--- src/rtl/rip_axi_buffer_if.sv ---
// AXI4 signal bundle joining the buffer to an upstream master or a downstream slave.
// Latency: none, wires only.
// Backpressure: plain valid/ready per channel; the modport fixes which side drives what.
interface rip_axi_interface #(
    parameter int ID_WIDTH   = 4,
    parameter int ADDR_WIDTH = 32,
    parameter int DATA_WIDTH = 32
);
    logic [ID_WIDTH-1:0]     awid;
    logic [ADDR_WIDTH-1:0]   awaddr;
    logic [7:0]              awlen;
    logic [2:0]              awsize;
    logic [1:0]              awburst;
    logic                    awlock;
    logic [3:0]              awcache;
    logic [2:0]              awprot;
    logic [3:0]              awqos;
    logic [3:0]              awregion;
    logic                    awvalid;
    logic                    awready;
    logic [ID_WIDTH-1:0]     wid;
    logic [DATA_WIDTH-1:0]   wdata;
    logic [DATA_WIDTH/8-1:0] wstrb;
    logic                    wlast;
    logic                    wvalid;
    logic                    wready;
    logic [ID_WIDTH-1:0]     bid;
    logic [1:0]              bresp;
    logic                    bvalid;
    logic                    bready;
    logic [ID_WIDTH-1:0]     arid;
    logic [ADDR_WIDTH-1:0]   araddr;
    logic [7:0]              arlen;
    logic [2:0]              arsize;
    logic [1:0]              arburst;
    logic                    arlock;
    logic [3:0]              arcache;
    logic [2:0]              arprot;
    logic [3:0]              arqos;
    logic [3:0]              arregion;
    logic                    arvalid;
    logic                    arready;
    logic [ID_WIDTH-1:0]     rid;
    logic [DATA_WIDTH-1:0]   rdata;
    logic [1:0]              rresp;
    logic                    rlast;
    logic                    rvalid;
    logic                    rready;

    modport master (
        output awid, awaddr, awlen, awsize, awburst, awlock, awcache, awprot, awqos, awregion, awvalid,
        input  awready,
        output wid, wdata, wstrb, wlast, wvalid,
        input  wready,
        input  bid, bresp, bvalid,
        output bready,
        output arid, araddr, arlen, arsize, arburst, arlock, arcache, arprot, arqos, arregion, arvalid,
        input  arready,
        input  rid, rdata, rresp, rlast, rvalid,
        output rready
    );

    modport slave (
        input  awid, awaddr, awlen, awsize, awburst, awlock, awcache, awprot, awqos, awregion, awvalid,
        output awready,
        input  wid, wdata, wstrb, wlast, wvalid,
        output wready,
        output bid, bresp, bvalid,
        input  bready,
        input  arid, araddr, arlen, arsize, arburst, arlock, arcache, arprot, arqos, arregion, arvalid,
        output arready,
        output rid, rdata, rresp, rlast, rvalid,
        input  rready
    );
endinterface

--- src/rtl/rip_axi_buffer.sv ---
// Generic pointer/count FIFO used for every AXI channel of the buffer.
// Latency: 1 cycle from push to head presented at the out side.
// Backpressure: in_rdy low when full or not enabled; out side holds head until out_rdy.
module rip_axi_buffer_fifo #(
    parameter int WIDTH = 8,
    parameter int DEPTH = 2
) (
    input  logic             clk,
    input  logic             rstn,
    input  logic             en,
    input  logic             in_vld,
    output logic             in_rdy,
    input  logic [WIDTH-1:0] in_dat,
    output logic             out_vld,
    input  logic             out_rdy,
    output logic [WIDTH-1:0] out_dat,
    output logic             empty
);
    localparam int PW = $clog2(DEPTH);
    localparam int CW = PW + 1;
    localparam logic [CW-1:0] FULL = CW'(DEPTH);

    logic [WIDTH-1:0] mem [DEPTH];
    logic [PW-1:0]    wptr;
    logic [PW-1:0]    rptr;
    logic [CW-1:0]    cnt;
    logic             push;
    logic             pop;

    // Handshake flags come only from registers, so no input reaches an output combinationally.
    assign in_rdy  = en && (cnt != FULL);
    assign out_vld = (cnt != '0);
    assign empty   = (cnt == '0);
    assign out_dat = mem[rptr];
    assign push    = in_vld && in_rdy;
    assign pop     = out_vld && out_rdy;

    // Storage is not reset: contents are meaningless once the count is cleared.
    always_ff @(posedge clk) begin
        if (push) mem[wptr] <= in_dat;
    end

    // Pointers wrap naturally at the power-of-two depth; count tracks occupancy.
    always_ff @(posedge clk or negedge rstn) begin
        if (!rstn) begin
            wptr <= '0;
            rptr <= '0;
            cnt  <= '0;
        end else begin
            if (push) wptr <= wptr + PW'(1);
            if (pop)  rptr <= rptr + PW'(1);
            if (push && !pop)      cnt <= cnt + CW'(1);
            else if (pop && !push) cnt <= cnt - CW'(1);
        end
    end
endmodule

// Five-channel AXI4 buffer between an upstream master (s_axi) and downstream slave (m_axi).
// Latency: 1 cycle per channel, push to presentation on the far side.
// Backpressure: per-channel FIFO ready drops when full; all readies gated until first clock after reset.
module rip_axi_buffer #(
    parameter int ID_WIDTH   = 4,
    parameter int ADDR_WIDTH = 32,
    parameter int DATA_WIDTH = 32,
    parameter int AW_DEPTH   = 2,
    parameter int W_DEPTH    = 4,
    parameter int B_DEPTH    = 2,
    parameter int AR_DEPTH   = 2,
    parameter int R_DEPTH    = 4
) (
    input  logic                    clk,
    input  logic                    rstn,
    rip_axi_interface.slave         s_axi,
    rip_axi_interface.master        m_axi,
    output logic                    idle
);
    typedef struct packed {
        logic [ID_WIDTH-1:0]   id;
        logic [ADDR_WIDTH-1:0] addr;
        logic [7:0]            len;
        logic [2:0]            size;
        logic [1:0]            burst;
        logic                  lock;
        logic [3:0]            cache;
        logic [2:0]            prot;
        logic [3:0]            qos;
        logic [3:0]            region;
    } ax_t;

    typedef struct packed {
        logic [ID_WIDTH-1:0]     id;
        logic [DATA_WIDTH-1:0]   data;
        logic [DATA_WIDTH/8-1:0] strb;
        logic                    last;
    } w_t;

    typedef struct packed {
        logic [ID_WIDTH-1:0] id;
        logic [1:0]          resp;
    } b_t;

    typedef struct packed {
        logic [ID_WIDTH-1:0]   id;
        logic [DATA_WIDTH-1:0] data;
        logic [1:0]            resp;
        logic                  last;
    } r_t;

    ax_t  aw_in, aw_out, ar_in, ar_out;
    w_t   w_in, w_out;
    b_t   b_in, b_out;
    r_t   r_in, r_out;
    logic aw_empty, w_empty, b_empty, ar_empty, r_empty;
    logic rst_done;

    // Readies stay low until the first clock edge after reset is released.
    always_ff @(posedge clk or negedge rstn) begin
        if (!rstn) rst_done <= 1'b0;
        else       rst_done <= 1'b1;
    end

    assign idle = rst_done && aw_empty && w_empty && b_empty && ar_empty && r_empty;

    assign aw_in = '{id: s_axi.awid, addr: s_axi.awaddr, len: s_axi.awlen, size: s_axi.awsize,
                     burst: s_axi.awburst, lock: s_axi.awlock, cache: s_axi.awcache,
                     prot: s_axi.awprot, qos: s_axi.awqos, region: s_axi.awregion};
    assign ar_in = '{id: s_axi.arid, addr: s_axi.araddr, len: s_axi.arlen, size: s_axi.arsize,
                     burst: s_axi.arburst, lock: s_axi.arlock, cache: s_axi.arcache,
                     prot: s_axi.arprot, qos: s_axi.arqos, region: s_axi.arregion};
    assign w_in  = '{id: s_axi.wid, data: s_axi.wdata, strb: s_axi.wstrb, last: s_axi.wlast};
    assign b_in  = '{id: m_axi.bid, resp: m_axi.bresp};
    assign r_in  = '{id: m_axi.rid, data: m_axi.rdata, resp: m_axi.rresp, last: m_axi.rlast};

    assign {m_axi.awid, m_axi.awaddr, m_axi.awlen, m_axi.awsize, m_axi.awburst, m_axi.awlock,
            m_axi.awcache, m_axi.awprot, m_axi.awqos, m_axi.awregion} = aw_out;
    assign {m_axi.arid, m_axi.araddr, m_axi.arlen, m_axi.arsize, m_axi.arburst, m_axi.arlock,
            m_axi.arcache, m_axi.arprot, m_axi.arqos, m_axi.arregion} = ar_out;
    assign {m_axi.wid, m_axi.wdata, m_axi.wstrb, m_axi.wlast} = w_out;
    assign {s_axi.bid, s_axi.bresp} = b_out;
    assign {s_axi.rid, s_axi.rdata, s_axi.rresp, s_axi.rlast} = r_out;

    rip_axi_buffer_fifo #(.WIDTH($bits(ax_t)), .DEPTH(AW_DEPTH)) u_aw_fifo (
        .clk(clk), .rstn(rstn), .en(rst_done),
        .in_vld(s_axi.awvalid), .in_rdy(s_axi.awready), .in_dat(aw_in),
        .out_vld(m_axi.awvalid), .out_rdy(m_axi.awready), .out_dat(aw_out), .empty(aw_empty));

    rip_axi_buffer_fifo #(.WIDTH($bits(w_t)), .DEPTH(W_DEPTH)) u_w_fifo (
        .clk(clk), .rstn(rstn), .en(rst_done),
        .in_vld(s_axi.wvalid), .in_rdy(s_axi.wready), .in_dat(w_in),
        .out_vld(m_axi.wvalid), .out_rdy(m_axi.wready), .out_dat(w_out), .empty(w_empty));

    rip_axi_buffer_fifo #(.WIDTH($bits(b_t)), .DEPTH(B_DEPTH)) u_b_fifo (
        .clk(clk), .rstn(rstn), .en(rst_done),
        .in_vld(m_axi.bvalid), .in_rdy(m_axi.bready), .in_dat(b_in),
        .out_vld(s_axi.bvalid), .out_rdy(s_axi.bready), .out_dat(b_out), .empty(b_empty));

    rip_axi_buffer_fifo #(.WIDTH($bits(ax_t)), .DEPTH(AR_DEPTH)) u_ar_fifo (
        .clk(clk), .rstn(rstn), .en(rst_done),
        .in_vld(s_axi.arvalid), .in_rdy(s_axi.arready), .in_dat(ar_in),
        .out_vld(m_axi.arvalid), .out_rdy(m_axi.arready), .out_dat(ar_out), .empty(ar_empty));

    rip_axi_buffer_fifo #(.WIDTH($bits(r_t)), .DEPTH(R_DEPTH)) u_r_fifo (
        .clk(clk), .rstn(rstn), .en(rst_done),
        .in_vld(m_axi.rvalid), .in_rdy(m_axi.rready), .in_dat(r_in),
        .out_vld(s_axi.rvalid), .out_rdy(s_axi.rready), .out_dat(r_out), .empty(r_empty));
endmodule
--- src/flat_wrapper.sv ---
// flat-port wrapper written by rule: the top's interface ports become plain ports
module rip_axi_buffer_flat 
#(
    parameter int ID_WIDTH   = 4,
    parameter int ADDR_WIDTH = 32,
    parameter int DATA_WIDTH = 32,
    parameter int AW_DEPTH   = 2,
    parameter int W_DEPTH    = 4,
    parameter int B_DEPTH    = 2,
    parameter int AR_DEPTH   = 2,
    parameter int R_DEPTH    = 4
)
  (clk, rstn, idle, s_axi_awid, s_axi_awaddr, s_axi_awlen, s_axi_awsize, s_axi_awburst, s_axi_awlock, s_axi_awcache, s_axi_awprot, s_axi_awqos, s_axi_awregion, s_axi_awvalid, s_axi_awready, s_axi_wid, s_axi_wdata, s_axi_wstrb, s_axi_wlast, s_axi_wvalid, s_axi_wready, s_axi_bid, s_axi_bresp, s_axi_bvalid, s_axi_bready, s_axi_arid, s_axi_araddr, s_axi_arlen, s_axi_arsize, s_axi_arburst, s_axi_arlock, s_axi_arcache, s_axi_arprot, s_axi_arqos, s_axi_arregion, s_axi_arvalid, s_axi_arready, s_axi_rid, s_axi_rdata, s_axi_rresp, s_axi_rlast, s_axi_rvalid, s_axi_rready, m_axi_awid, m_axi_awaddr, m_axi_awlen, m_axi_awsize, m_axi_awburst, m_axi_awlock, m_axi_awcache, m_axi_awprot, m_axi_awqos, m_axi_awregion, m_axi_awvalid, m_axi_awready, m_axi_wid, m_axi_wdata, m_axi_wstrb, m_axi_wlast, m_axi_wvalid, m_axi_wready, m_axi_bid, m_axi_bresp, m_axi_bvalid, m_axi_bready, m_axi_arid, m_axi_araddr, m_axi_arlen, m_axi_arsize, m_axi_arburst, m_axi_arlock, m_axi_arcache, m_axi_arprot, m_axi_arqos, m_axi_arregion, m_axi_arvalid, m_axi_arready, m_axi_rid, m_axi_rdata, m_axi_rresp, m_axi_rlast, m_axi_rvalid, m_axi_rready);
  rip_axi_interface #(.ID_WIDTH(ID_WIDTH), .ADDR_WIDTH(ADDR_WIDTH), .DATA_WIDTH(DATA_WIDTH)) s_axi_i ();
  rip_axi_interface #(.ID_WIDTH(ID_WIDTH), .ADDR_WIDTH(ADDR_WIDTH), .DATA_WIDTH(DATA_WIDTH)) m_axi_i ();
  input  logic clk;
  input  logic rstn;
  output logic idle;
  input wire logic [$bits(s_axi_i.awid)-1:0] s_axi_awid;
  input wire logic [$bits(s_axi_i.awaddr)-1:0] s_axi_awaddr;
  input wire logic [$bits(s_axi_i.awlen)-1:0] s_axi_awlen;
  input wire logic [$bits(s_axi_i.awsize)-1:0] s_axi_awsize;
  input wire logic [$bits(s_axi_i.awburst)-1:0] s_axi_awburst;
  input wire logic [$bits(s_axi_i.awlock)-1:0] s_axi_awlock;
  input wire logic [$bits(s_axi_i.awcache)-1:0] s_axi_awcache;
  input wire logic [$bits(s_axi_i.awprot)-1:0] s_axi_awprot;
  input wire logic [$bits(s_axi_i.awqos)-1:0] s_axi_awqos;
  input wire logic [$bits(s_axi_i.awregion)-1:0] s_axi_awregion;
  input wire logic [$bits(s_axi_i.awvalid)-1:0] s_axi_awvalid;
  output wire logic [$bits(s_axi_i.awready)-1:0] s_axi_awready;
  input wire logic [$bits(s_axi_i.wid)-1:0] s_axi_wid;
  input wire logic [$bits(s_axi_i.wdata)-1:0] s_axi_wdata;
  input wire logic [$bits(s_axi_i.wstrb)-1:0] s_axi_wstrb;
  input wire logic [$bits(s_axi_i.wlast)-1:0] s_axi_wlast;
  input wire logic [$bits(s_axi_i.wvalid)-1:0] s_axi_wvalid;
  output wire logic [$bits(s_axi_i.wready)-1:0] s_axi_wready;
  output wire logic [$bits(s_axi_i.bid)-1:0] s_axi_bid;
  output wire logic [$bits(s_axi_i.bresp)-1:0] s_axi_bresp;
  output wire logic [$bits(s_axi_i.bvalid)-1:0] s_axi_bvalid;
  input wire logic [$bits(s_axi_i.bready)-1:0] s_axi_bready;
  input wire logic [$bits(s_axi_i.arid)-1:0] s_axi_arid;
  input wire logic [$bits(s_axi_i.araddr)-1:0] s_axi_araddr;
  input wire logic [$bits(s_axi_i.arlen)-1:0] s_axi_arlen;
  input wire logic [$bits(s_axi_i.arsize)-1:0] s_axi_arsize;
  input wire logic [$bits(s_axi_i.arburst)-1:0] s_axi_arburst;
  input wire logic [$bits(s_axi_i.arlock)-1:0] s_axi_arlock;
  input wire logic [$bits(s_axi_i.arcache)-1:0] s_axi_arcache;
  input wire logic [$bits(s_axi_i.arprot)-1:0] s_axi_arprot;
  input wire logic [$bits(s_axi_i.arqos)-1:0] s_axi_arqos;
  input wire logic [$bits(s_axi_i.arregion)-1:0] s_axi_arregion;
  input wire logic [$bits(s_axi_i.arvalid)-1:0] s_axi_arvalid;
  output wire logic [$bits(s_axi_i.arready)-1:0] s_axi_arready;
  output wire logic [$bits(s_axi_i.rid)-1:0] s_axi_rid;
  output wire logic [$bits(s_axi_i.rdata)-1:0] s_axi_rdata;
  output wire logic [$bits(s_axi_i.rresp)-1:0] s_axi_rresp;
  output wire logic [$bits(s_axi_i.rlast)-1:0] s_axi_rlast;
  output wire logic [$bits(s_axi_i.rvalid)-1:0] s_axi_rvalid;
  input wire logic [$bits(s_axi_i.rready)-1:0] s_axi_rready;
  output wire logic [$bits(m_axi_i.awid)-1:0] m_axi_awid;
  output wire logic [$bits(m_axi_i.awaddr)-1:0] m_axi_awaddr;
  output wire logic [$bits(m_axi_i.awlen)-1:0] m_axi_awlen;
  output wire logic [$bits(m_axi_i.awsize)-1:0] m_axi_awsize;
  output wire logic [$bits(m_axi_i.awburst)-1:0] m_axi_awburst;
  output wire logic [$bits(m_axi_i.awlock)-1:0] m_axi_awlock;
  output wire logic [$bits(m_axi_i.awcache)-1:0] m_axi_awcache;
  output wire logic [$bits(m_axi_i.awprot)-1:0] m_axi_awprot;
  output wire logic [$bits(m_axi_i.awqos)-1:0] m_axi_awqos;
  output wire logic [$bits(m_axi_i.awregion)-1:0] m_axi_awregion;
  output wire logic [$bits(m_axi_i.awvalid)-1:0] m_axi_awvalid;
  input wire logic [$bits(m_axi_i.awready)-1:0] m_axi_awready;
  output wire logic [$bits(m_axi_i.wid)-1:0] m_axi_wid;
  output wire logic [$bits(m_axi_i.wdata)-1:0] m_axi_wdata;
  output wire logic [$bits(m_axi_i.wstrb)-1:0] m_axi_wstrb;
  output wire logic [$bits(m_axi_i.wlast)-1:0] m_axi_wlast;
  output wire logic [$bits(m_axi_i.wvalid)-1:0] m_axi_wvalid;
  input wire logic [$bits(m_axi_i.wready)-1:0] m_axi_wready;
  input wire logic [$bits(m_axi_i.bid)-1:0] m_axi_bid;
  input wire logic [$bits(m_axi_i.bresp)-1:0] m_axi_bresp;
  input wire logic [$bits(m_axi_i.bvalid)-1:0] m_axi_bvalid;
  output wire logic [$bits(m_axi_i.bready)-1:0] m_axi_bready;
  output wire logic [$bits(m_axi_i.arid)-1:0] m_axi_arid;
  output wire logic [$bits(m_axi_i.araddr)-1:0] m_axi_araddr;
  output wire logic [$bits(m_axi_i.arlen)-1:0] m_axi_arlen;
  output wire logic [$bits(m_axi_i.arsize)-1:0] m_axi_arsize;
  output wire logic [$bits(m_axi_i.arburst)-1:0] m_axi_arburst;
  output wire logic [$bits(m_axi_i.arlock)-1:0] m_axi_arlock;
  output wire logic [$bits(m_axi_i.arcache)-1:0] m_axi_arcache;
  output wire logic [$bits(m_axi_i.arprot)-1:0] m_axi_arprot;
  output wire logic [$bits(m_axi_i.arqos)-1:0] m_axi_arqos;
  output wire logic [$bits(m_axi_i.arregion)-1:0] m_axi_arregion;
  output wire logic [$bits(m_axi_i.arvalid)-1:0] m_axi_arvalid;
  input wire logic [$bits(m_axi_i.arready)-1:0] m_axi_arready;
  input wire logic [$bits(m_axi_i.rid)-1:0] m_axi_rid;
  input wire logic [$bits(m_axi_i.rdata)-1:0] m_axi_rdata;
  input wire logic [$bits(m_axi_i.rresp)-1:0] m_axi_rresp;
  input wire logic [$bits(m_axi_i.rlast)-1:0] m_axi_rlast;
  input wire logic [$bits(m_axi_i.rvalid)-1:0] m_axi_rvalid;
  output wire logic [$bits(m_axi_i.rready)-1:0] m_axi_rready;
  assign s_axi_i.awid = s_axi_awid;
  assign s_axi_i.awaddr = s_axi_awaddr;
  assign s_axi_i.awlen = s_axi_awlen;
  assign s_axi_i.awsize = s_axi_awsize;
  assign s_axi_i.awburst = s_axi_awburst;
  assign s_axi_i.awlock = s_axi_awlock;
  assign s_axi_i.awcache = s_axi_awcache;
  assign s_axi_i.awprot = s_axi_awprot;
  assign s_axi_i.awqos = s_axi_awqos;
  assign s_axi_i.awregion = s_axi_awregion;
  assign s_axi_i.awvalid = s_axi_awvalid;
  assign s_axi_awready = s_axi_i.awready;
  assign s_axi_i.wid = s_axi_wid;
  assign s_axi_i.wdata = s_axi_wdata;
  assign s_axi_i.wstrb = s_axi_wstrb;
  assign s_axi_i.wlast = s_axi_wlast;
  assign s_axi_i.wvalid = s_axi_wvalid;
  assign s_axi_wready = s_axi_i.wready;
  assign s_axi_bid = s_axi_i.bid;
  assign s_axi_bresp = s_axi_i.bresp;
  assign s_axi_bvalid = s_axi_i.bvalid;
  assign s_axi_i.bready = s_axi_bready;
  assign s_axi_i.arid = s_axi_arid;
  assign s_axi_i.araddr = s_axi_araddr;
  assign s_axi_i.arlen = s_axi_arlen;
  assign s_axi_i.arsize = s_axi_arsize;
  assign s_axi_i.arburst = s_axi_arburst;
  assign s_axi_i.arlock = s_axi_arlock;
  assign s_axi_i.arcache = s_axi_arcache;
  assign s_axi_i.arprot = s_axi_arprot;
  assign s_axi_i.arqos = s_axi_arqos;
  assign s_axi_i.arregion = s_axi_arregion;
  assign s_axi_i.arvalid = s_axi_arvalid;
  assign s_axi_arready = s_axi_i.arready;
  assign s_axi_rid = s_axi_i.rid;
  assign s_axi_rdata = s_axi_i.rdata;
  assign s_axi_rresp = s_axi_i.rresp;
  assign s_axi_rlast = s_axi_i.rlast;
  assign s_axi_rvalid = s_axi_i.rvalid;
  assign s_axi_i.rready = s_axi_rready;
  assign m_axi_awid = m_axi_i.awid;
  assign m_axi_awaddr = m_axi_i.awaddr;
  assign m_axi_awlen = m_axi_i.awlen;
  assign m_axi_awsize = m_axi_i.awsize;
  assign m_axi_awburst = m_axi_i.awburst;
  assign m_axi_awlock = m_axi_i.awlock;
  assign m_axi_awcache = m_axi_i.awcache;
  assign m_axi_awprot = m_axi_i.awprot;
  assign m_axi_awqos = m_axi_i.awqos;
  assign m_axi_awregion = m_axi_i.awregion;
  assign m_axi_awvalid = m_axi_i.awvalid;
  assign m_axi_i.awready = m_axi_awready;
  assign m_axi_wid = m_axi_i.wid;
  assign m_axi_wdata = m_axi_i.wdata;
  assign m_axi_wstrb = m_axi_i.wstrb;
  assign m_axi_wlast = m_axi_i.wlast;
  assign m_axi_wvalid = m_axi_i.wvalid;
  assign m_axi_i.wready = m_axi_wready;
  assign m_axi_i.bid = m_axi_bid;
  assign m_axi_i.bresp = m_axi_bresp;
  assign m_axi_i.bvalid = m_axi_bvalid;
  assign m_axi_bready = m_axi_i.bready;
  assign m_axi_arid = m_axi_i.arid;
  assign m_axi_araddr = m_axi_i.araddr;
  assign m_axi_arlen = m_axi_i.arlen;
  assign m_axi_arsize = m_axi_i.arsize;
  assign m_axi_arburst = m_axi_i.arburst;
  assign m_axi_arlock = m_axi_i.arlock;
  assign m_axi_arcache = m_axi_i.arcache;
  assign m_axi_arprot = m_axi_i.arprot;
  assign m_axi_arqos = m_axi_i.arqos;
  assign m_axi_arregion = m_axi_i.arregion;
  assign m_axi_arvalid = m_axi_i.arvalid;
  assign m_axi_i.arready = m_axi_arready;
  assign m_axi_i.rid = m_axi_rid;
  assign m_axi_i.rdata = m_axi_rdata;
  assign m_axi_i.rresp = m_axi_rresp;
  assign m_axi_i.rlast = m_axi_rlast;
  assign m_axi_i.rvalid = m_axi_rvalid;
  assign m_axi_rready = m_axi_i.rready;
  rip_axi_buffer #(.ID_WIDTH(ID_WIDTH), .ADDR_WIDTH(ADDR_WIDTH), .DATA_WIDTH(DATA_WIDTH), .AW_DEPTH(AW_DEPTH), .W_DEPTH(W_DEPTH), .B_DEPTH(B_DEPTH), .AR_DEPTH(AR_DEPTH), .R_DEPTH(R_DEPTH)) u_core (.clk(clk), .rstn(rstn), .s_axi(s_axi_i), .m_axi(m_axi_i), .idle(idle));
endmodule
--- config.mk ---
export PLATFORM = sky130hd
export DESIGN_NAME = rip_axi_buffer_flat
export DESIGN_NICKNAME = d
export VERILOG_FILES = /design/src/rtl/rip_axi_buffer_if.sv /design/src/rtl/rip_axi_buffer.sv /design/src/flat_wrapper.sv
export SDC_FILE = /design/constraint.sdc
export NUM_CORES = 1
export LEC_CHECK = 0
export ABC_CLOCK_PERIOD_IN_PS = 4500
export CAP_MARGIN = 0
export CORE_MARGIN = 2
export CORE_UTILIZATION = 50
export DETAILED_ROUTE_END_ITERATION = 10
export GPL_ROUTABILITY_DRIVEN = 0
export PLACE_DENSITY = 0.78
export SLEW_MARGIN = 0
export SYNTH_ARGS = -nofsm -noshare
export SYNTH_HDL_FRONTEND = slang
export SYNTH_SLANG_ARGS = --single-unit
--- constraint.sdc ---
create_clock -name clk -period 4.5 [get_ports clk]
set_input_delay 0.45 -clock clk [delete_from_list [all_inputs] [get_ports clk]]
set_output_delay 0.45 -clock clk [all_outputs]
set_load 0.02 [all_outputs]
==> results of run 1 <==
## Yosys cell counts (4+ instances only)
| master | instances |
|---|---|
| edfxtp_1 | 592 |
| mux2_2 | 140 |
| mux4_2 | 77 |
| dfrtp_1 | 27 |
| xnor2_1 | 20 |
| buf_2 | 14 |
| ha_1 | 13 |
| inv_1 | 13 |
| nor2_1 | 10 |
| buf_4 | 9 |
| and2_1 | 8 |
| nand2_1 | 7 |
| xor2_1 | 7 |
| buf_6 | 6 |
| buf_12 | 4 |
## worst min path at each step
| stage | start | endpoint | slack (ns) | depth (start not counted) |
|---|---|---|---|---|
| after floorplan | rstn | u_core.rst_done | 0.15 | 0 |
| after global placement | u_core.u_b_fifo.wptr | u_core.u_b_fifo.wptr | 0.48 | 1 |
| after detailed placement | u_core.u_b_fifo.wptr | u_core.u_b_fifo.wptr | 0.48 | 1 |
| after CTS | s_axi_araddr[9] | u_core.u_ar_fifo.mem[1][38] | 0.37 | 1 |
| after global routing | s_axi_awaddr[22] | u_core.u_aw_fifo.mem[0][51] | 0.39 | 1 |
| final | s_axi_awaddr[28] | u_core.u_aw_fifo.mem[1][57] | 0.41 | 1 |
## logic make-up (layout without fill, tap and decap cells)
logic type	after synthesis	after routing	synth area share (%)
buffers and inverters	48	596	1.49
other	1	5	0.0164
multiplexers	220	220	14.8
adder cells (fa/ha/maj)	15	15	0.884
XOR/XNOR	27	27	1.03
flip-flops	619	619	80.5
AND/OR/NAND/NOR	37	37	0.895
AO/OA/AOI/OAI	10	10	0.371
## power by group through the flow
stage                     clock network (mW)  logic (mW)  registers (mW)
final                                   5.15        6.14            7.63
after global routing                    5.45        6.45            7.72
after CTS                               5.24        6.22            7.65
after detailed placement                   0        6.16            7.75
after global placement                     0        6.11            7.71
after floorplan                            0        3.87            7.43
## routing by layer
layer	up-vias	global-route usage [%]	part of all wire (%)
met3	89	7.33	9.0
met5	-	0	0.081
met2	458	35.2	51
met1	5824	24.7	37
li1	4979	-	-
met4	6	8.50	3.2
## flip-flops by register name (all words and copies together) (netlist names), 2 cells and up
name	cells
u_core.u_r_fifo.cnt	3
u_core.u_r_fifo.wptr	2
u_core.u_aw_fifo.cnt	2
u_core.u_w_fifo.rptr	2
u_core.u_w_fifo.mem	164
u_core.u_b_fifo.mem	12
u_core.u_ar_fifo.cnt	2
u_core.u_r_fifo.mem	156
u_core.u_ar_fifo.mem	130
u_core.u_w_fifo.cnt	3
u_core.u_aw_fifo.mem	130
u_core.u_r_fifo.rptr	2
u_core.u_b_fifo.cnt	2
u_core.u_w_fifo.wptr	2
## critical path: cells and delay by family, from the launching register on
| kind | cells | cell delay [ns] |
|---|---|---|
| flip-flops | 1 | 0.81 |
| multiplexers | 1 | 0.55 |
| buffers and inverters | 2 | 1.02 |
## cells in the final DEF, fill, tap and decap left out, types with 2 or more instances in the layout
cell type and instances:
a21boi_0 3, and2_2 8, and3_2 2, buf_4 12
bufinv_16 9, clkbuf_1 10, clkbuf_16 61, clkbuf_8 3
clkdlybuf4s50_1 453, clkinv_1 12, clkinv_2 14, clkinv_8 2
clkinvlp_4 3, dfrtp_1 22, dfrtp_2 5, diode_2 4
edfxtp_1 592, fa_1 2, ha_1 13, inv_1 13
mux2_2 140, mux4_1 3, mux4_2 77, nand2_1 7
nand3_1 2, nor2_1 8, nor2_4 2, o211ai_1 3
o21a_1 2, or2_2 3, or3_4 2, xnor2_1 20
xor2_1 7
## cell type report
class	count	area (sq um)	share of cell area, %
sequential	619	18500	61.3
multi-input combinational	310	4150	13.8
clock inverter	42	458	1.52
clock buffer	74	1610	5.33
tap	600	751	2.49
inverter	13	48.8	0.162
antenna	4	10.0	0.0332
timing repair buffer	467	4640	15.4
## metrics by stage
stage	setup WS [ns]	utilization, %	area [sq um]
6_report	1.03	66.5	30100
2_1_floorplan	0.662	-	22900
5_1_grt	0.865	66.5	30100
3_5_place_dp	1.62	61.9	28000
3_3_place_gp	1.64	61.9	28000
4_1_cts	0.908	66.5	30100
==> results.ini, run 1 <==
[drt]
wl_per_cell_microns=23.8
dr.pass1.iters=4
vias=11400
viasPerCell=5.33
drc_errors=0
routed_wirelength_microns=50700
drtIter0Drc=757
antenna_left=0

[power_and_ir_drop]
p_switching_mw=5.65
power.density_mw_per_mm2=628
internal-power_mw=13.3
seqPwrFrac_pct=40.3
peakVddDrop_mv=0.436
power_leakage_nw=10.0
finalPower_mw=18.9
power_frac_comb_pct=32.4
swShare_pct=29.8
clock_power_share_pct=27.2

[global_route]
grt_pass1_wl_microns=73300
grt_pass1_vias=12000
grt_max_degree=67
grtUsageTotal_pct=21.0
overflow=0
antenna_found_initial=7

[synth]
synthCells=977
post_synth.cell_area_avg_sq_um=23.5
synth_cell_types=30
yosys_most_used_dff=edfxtp_1
yosysSeqAreaShare_pct=80.5
syn-num-nets=1220
yosysTopAreaCellShare_pct=77.6
ys_async_sr_fraction_pct=4.36
synth_seq_cells=619
yosys_warnings=0
yosysTopAreaCell=edfxtp_1
synth_edf_count=592
netlist_top_cells_area=edfxtp_1, mux4_2, mux2_2, dfrtp_1, xnor2_1
syn_area_sq_mm=0.0229

[finish]
finalNonFillerCells=2129
syn2layout_area_growth_pct=31.4
drive_above_1_share_pct=22.9
nFillCells=2946
fin_nets=1715

[sta]
final_hold_viol_count=0
timing.final.crit_period_ns=3.47
maxSlewHeadroom_pct=22.6
tightestPinTransition_ns=1.16
setup_tns_ns=0
hold_ws_ns=0.410
clock.fmax_mhz=289
maxSlewViolCount=0
fin_skew_ns=0.0316
rsz0062_at_grt=false
final.period_utilization_pct=77.0
finalSetupViolations=0

[worst_setup_path]
rr_endpoint=u_core.u_aw_fifo.mem[1][41]
cp-startpoint=u_core.u_w_fifo.rptr[0]
endpoint=m_axi_wdata[4]
r2r_cells=3
cp.arrival_ns=3.02
regToRegStartpoint=u_core.rst_done
crit_chain=buf_4, mux4_2, clkdlybuf4s50_1
slowest_stage=dfrtp_2
crit_type=reg2out
cp-end-kind=output pin
critPathLaunchType=flip-flop
max_stage_delay_ns=0.81
path_max_fanout=21
crit_required_ns=4.05
r2r_slack_ns=1.94

[flow_run]
drv_cap=0

[clock_tree]
cts_setup_buffers=0
insertion_delay_ns=0.62
cts.path.max_buffers=3
clockRootBuffer=clkbuf_16
cts_tree=done
clock-sinks=619
htreeDepth=2
cts_resized=0
cts_buffers=61
clkSlewWorstSetupHoldPaths_ns=0.06
cts-hold-fix-buffers=1

[floorplan]
die_w_microns=218
die_h_microns=218
die_area_sq_mm=0.0476
std_cell_rows=78
design.core.area_sq_mm=0.0453
ioPinCount=455
start_util_pct=50.6

[placed_design]
dp.cells=2008
port_buffers=454
dp_hpwl_microns=32900

[run_status]
status=complete, no violations

[worst_hold_path]
hold_class=in2reg

(Power assumes the default switching activity.)
==> run 2: changes to the inputs <==
Settings changed: ABC_CLOCK_PERIOD_IN_PS 4500 to 3600.
Clock period 4.5 ns to 3.6 ns, I/O delays scaled along.
==> results.ini, run 2 (synthesized netlist as in run 1, its figures left out) <==
[power_and_ir_drop]
internal-power_mw=16.3
seqPwrFrac_pct=40.4
power_frac_comb_pct=33.7
power.density_mw_per_mm2=774
p_switching_mw=6.99
swShare_pct=29.9
power_leakage_nw=10.0
clock_power_share_pct=25.9
peakVddDrop_mv=0.463

[flow_run]
drv_cap=0

[placed_design]
port_buffers=454
dp_hpwl_microns=33200

[sta]
final_hold_viol_count=0
maxSlewHeadroom_pct=40.6
tightestPinTransition_ns=0.891
setup_tns_ns=0
maxSlewViolCount=0
fin_skew_ns=0.0127
clock.fmax_mhz=323
finalSetupViolations=0
hold_ws_ns=0.204
rsz0062_at_grt=false
timing.final.crit_period_ns=3.10
final.period_utilization_pct=86.0

[clock_tree]
cts_resized=0
clockRootBuffer=clkbuf_16
cts.path.max_buffers=3
clock-sinks=619
cts_setup_buffers=0
clkSlewWorstSetupHoldPaths_ns=0.06
cts-hold-fix-buffers=0
cts_tree=done
cts_buffers=61
insertion_delay_ns=0.61
htreeDepth=2

[finish]
syn2layout_area_growth_pct=31.6
final_cell_mix=edfxtp_1, clkdlybuf4s50_1, mux2_2
drive_above_1_share_pct=22.9
largest_register_ffs=164
fin_nets=1728
top_regs=u_core.u_w_fifo.mem: 164 flops, u_core.u_r_fifo.mem: 156 flops
final_common_cell=edfxtp_1
top_register=u_core.u_w_fifo.mem
final_util_pct=66.6
nFillCells=2963

[global_route]
grtUsageTotal_pct=20.6
grt_max_degree=66
grt_pass1_wl_microns=72900
antenna_found_initial=5
met1_usage_pct=25.2
use_met2_pct=34.7
overflow=0
grt_pass1_vias=12000
met3_usage_pct=7.39
top_usage_layer=met2

[drt]
vias=11300
routed_wirelength_microns=49600
drtIter0Drc=648
dr.pass1.iters=4
wl_per_cell_microns=23.2
antenna_left=0
drc_errors=0
viasPerCell=5.30

[worst_setup_path]
cp-end-kind=output pin
critPathLaunchType=flip-flop
cp.arrival_ns=2.74
crit_required_ns=3.24
path_max_fanout=27
r2r_cells=4
r2r_slack_ns=1.31
crit_type=reg2out

[run_status]
status=complete, no violations

[floorplan]
ioPinCount=455
die_w_microns=218
die_area_sq_mm=0.0476
die_h_microns=218
std_cell_rows=78
design.core.area_sq_mm=0.0453
start_util_pct=50.6

[worst_hold_path]
hold_class=in2async

run 2: cell types whose count changed in the layout (fill, tap and decap cells not counted), moves of 3 or more:
cell,delta
buf_12,+7
buf_4,+7
bufinv_16,-5
clkbuf_1,+4
clkinv_2,-4
clkbuf_8,-3
run 2: area by class of cell:
type | count | area, sq um | area share [%]
flip-flops and latches | 619 | 18500 | 61.2
repair buffers | 480 | 4830 | 16.0
multi-input cells | 310 | 4150 | 13.8
clock buffers | 77 | 1630 | 5.40
well taps | 600 | 751 | 2.49
clock inverters | 35 | 283 | 0.938
inverters | 13 | 48.8 | 0.162
diodes | 2 | 5.00 | 0.0166
run 2: worst paths after layout:
check / startpoint / end
max in group asynchronous: rstn / u_core.u_r_fifo.rptr[0]
setup reg to reg: u_core.rst_done / u_core.u_r_fifo.mem[0][33]
min in group clk: s_axi_awlen[4] / u_core.u_aw_fifo.mem[1][25]
hold reg to reg: u_core.u_r_fifo.rptr[1] / u_core.u_r_fifo.rptr[1]
hold / removal: rstn / u_core.u_w_fifo.cnt[1]
setup / recovery: u_core.u_ar_fifo.rptr / m_axi_arqos[1]
run 2: worst max-delay path, cell delays in order, from the launching register on:
cell and delay (ns):
dfrtp_2 0.72, buf_4 0.46, mux2_2 0.39, clkdlybuf4s50_1 0.56
run 2: metal layers:
layer,share of wire [%],wire length [microns],vias up
li1,-,-,5005
met1,37,18500,5798
met2,51,25400,434
met3,8.9,4430,84
met4,2.5,1240,6
met5,0.077,38,-
run 2: power groups by stage:
stage	clock [mW]	sequential (mW)	combinational [mW]
3_5_place_dp	0	9.59	7.91
2_1_floorplan	0	9.28	4.84
3_3_place_gp	0	9.52	7.84
4_1_cts	6.16	9.45	7.97
5_1_grt	6.44	9.54	8.28
6_report	6.04	9.44	7.86
run 2: metrics by stage:
step / area, sq um / cells / worst slack [ns] / total power [mW]
floorplan: 22900 / 977 / 0.440 / 14.1
global placement: 28200 / 2022 / 1.12 / 17.4
detailed placement: 28200 / 2022 / 1.11 / 17.5
CTS: 30100 / 2134 / 0.428 / 23.6
global route: 30200 / 2136 / 0.356 / 24.3
finish: 30200 / 2136 / 0.504 / 23.3
==> run 3: changes to the inputs <==
Settings changed: ABC_CLOCK_PERIOD_IN_PS 3600 to 3750, SETUP_SLACK_MARGIN set to 0.2.
Clock period 3.6 ns to 3.75 ns, I/O delays scaled along.
==> results.ini, run 3 (synthesized netlist as in run 1, its figures left out) <==
[run_status]
status=complete, no violations

[drt]
viasPerCell=5.26
drc_errors=0
routed_wirelength_microns=49600
vias=11200
antenna_left=0
dr.pass1.iters=4
wl_per_cell_microns=23.2
drtIter0Drc=673

[worst_setup_path]
r2r_slack_ns=1.39
crit_type=reg2out
r2r_cells=4
regToRegStartpoint=u_core.rst_done
cp-end-kind=output pin
critPathLaunchType=flip-flop
cp.arrival_ns=2.79
path_max_fanout=24
crit_required_ns=3.38
rr_endpoint=u_core.u_w_fifo.mem[3][26]

[clock_tree]
htreeDepth=2
cts_setup_buffers=0
clock-sinks=619
insertion_delay_ns=0.59
clockRootBuffer=clkbuf_16
cts-hold-fix-buffers=0
cts_buffers=58
cts.path.max_buffers=3
cts_resized=0
cts_tree=done
clkSlewWorstSetupHoldPaths_ns=0.06

[sta]
maxSlewViolCount=0
final.period_utilization_pct=84.4
tightestPinTransition_ns=0.900
fin_skew_ns=0.0113
setup_tns_ns=0
timing.final.crit_period_ns=3.16
rsz0062_at_grt=false
final_hold_viol_count=0
maxSlewHeadroom_pct=40.0
clock.fmax_mhz=316
hold_ws_ns=0.171
finalSetupViolations=0

[power_and_ir_drop]
peakVddDrop_mv=0.641
power_leakage_nw=10.0
power.density_mw_per_mm2=740

[finish]
fin_nets=1727
drive_above_1_share_pct=22.7
syn2layout_area_growth_pct=31.3
final_cell_mix=edfxtp_1, clkdlybuf4s50_1, mux2_2
top_regs=u_core.u_w_fifo.mem: 164 flops, u_core.u_r_fifo.mem: 156 flops
top_register=u_core.u_w_fifo.mem
largest_register_ffs=164
nFillCells=2990
final_common_cell=edfxtp_1

[global_route]
antenna_found_initial=7
overflow=0
grt_pass1_vias=12200
grt_max_degree=67
grtUsageTotal_pct=20.5
grt_pass1_wl_microns=72500

[floorplan]
design.core.area_sq_mm=0.0453
std_cell_rows=78
ioPinCount=455
die_area_sq_mm=0.0476
die_h_microns=218
die_w_microns=218
start_util_pct=50.6

[placed_design]
dp_hpwl_microns=33500
port_buffers=454

[flow_run]
drv_cap=0

[worst_hold_path]
hold_class=in2async

run 3: cell types whose count changed in the layout (fill, tap and decap cells not counted), sizes merged:
| cell | before | now |
|---|---|---|
| diode | 2 | 5 |
| buf | 26 | 28 |
| clkinvlp | 5 | 3 |
| bufinv | 4 | 5 |
| clkbuf | 77 | 76 |
| clkinv | 25 | 24 |
| inv | 14 | 13 |
run 3: metal layers:
layer	track usage (%)	up-vias	routed length, microns
li1	-	5009	-
met1	24.3	5729	18200
met2	34.5	400	25500
met3	7.49	96	4330
met4	7.37	8	1580
met5	0	-	51
run 3: final cells by class:
cell class / count / area (sq um) / share of cell area, %
Sequential cell: 619 / 18500 / 61.3
Timing Repair Buffer: 482 / 4820 / 16.0
Multi-Input combinational cell: 310 / 4150 / 13.8
Clock buffer: 76 / 1580 / 5.26
Tap cell: 600 / 751 / 2.49
Clock inverter: 32 / 278 / 0.923
Inverter: 13 / 48.8 / 0.162
Antenna cell: 5 / 12.5 / 0.0416
run 3: metrics by stage:
stage | util (%) | power (mW) | instance area [sq um] | setup WS, ns | instances
finish | 66.5 | 22.3 | 30100 | 0.587 | 2137
global route | 66.5 | 23.1 | 30100 | 0.418 | 2135
CTS | 66.4 | 22.5 | 30100 | 0.479 | 2132
detailed placement | 62.3 | 16.8 | 28200 | 1.14 | 2024
global placement | 62.3 | 16.6 | 28200 | 1.19 | 2024
floorplan | - | 13.6 | 22900 | 0.590 | 977
run 3: worst max-delay path, cell delays in order (launching register included):
cell and delay [ns]:
dfrtp_2 0.77, buf_12 0.30, mux4_2 0.54, clkdlybuf4s50_1 0.58
run 3: power by group:
| group | internal (mW) | switching, mW | total (mW) |
|---|---|---|---|
| combinational | 3.78 | 3.84 | 7.61 |
| clock | 3.30 | 2.39 | 5.70 |
| sequential | 8.55 | 0.399 | 8.95 |
| total | 15.6 | 6.63 | 22.3 |
run 3: how the worst max path moves through the flow:
stage | start | end | slack [ns] | cells past startpoint
detailed placement | u_core.u_r_fifo.rptr[0] | s_axi_rdata[26] | 1.14 | 3
CTS | u_core.u_r_fifo.rptr[0] | s_axi_rdata[26] | 0.48 | 3
global placement | u_core.u_r_fifo.rptr[0] | s_axi_rresp[0] | 1.19 | 3
global route | u_core.u_r_fifo.rptr[0] | s_axi_rresp[0] | 0.42 | 3
floorplan | u_core.rst_done | u_core.u_aw_fifo.mem[1][0] | 0.59 | 3
finish | u_core.u_r_fifo.rptr[0] | s_axi_rdata[26] | 0.59 | 3
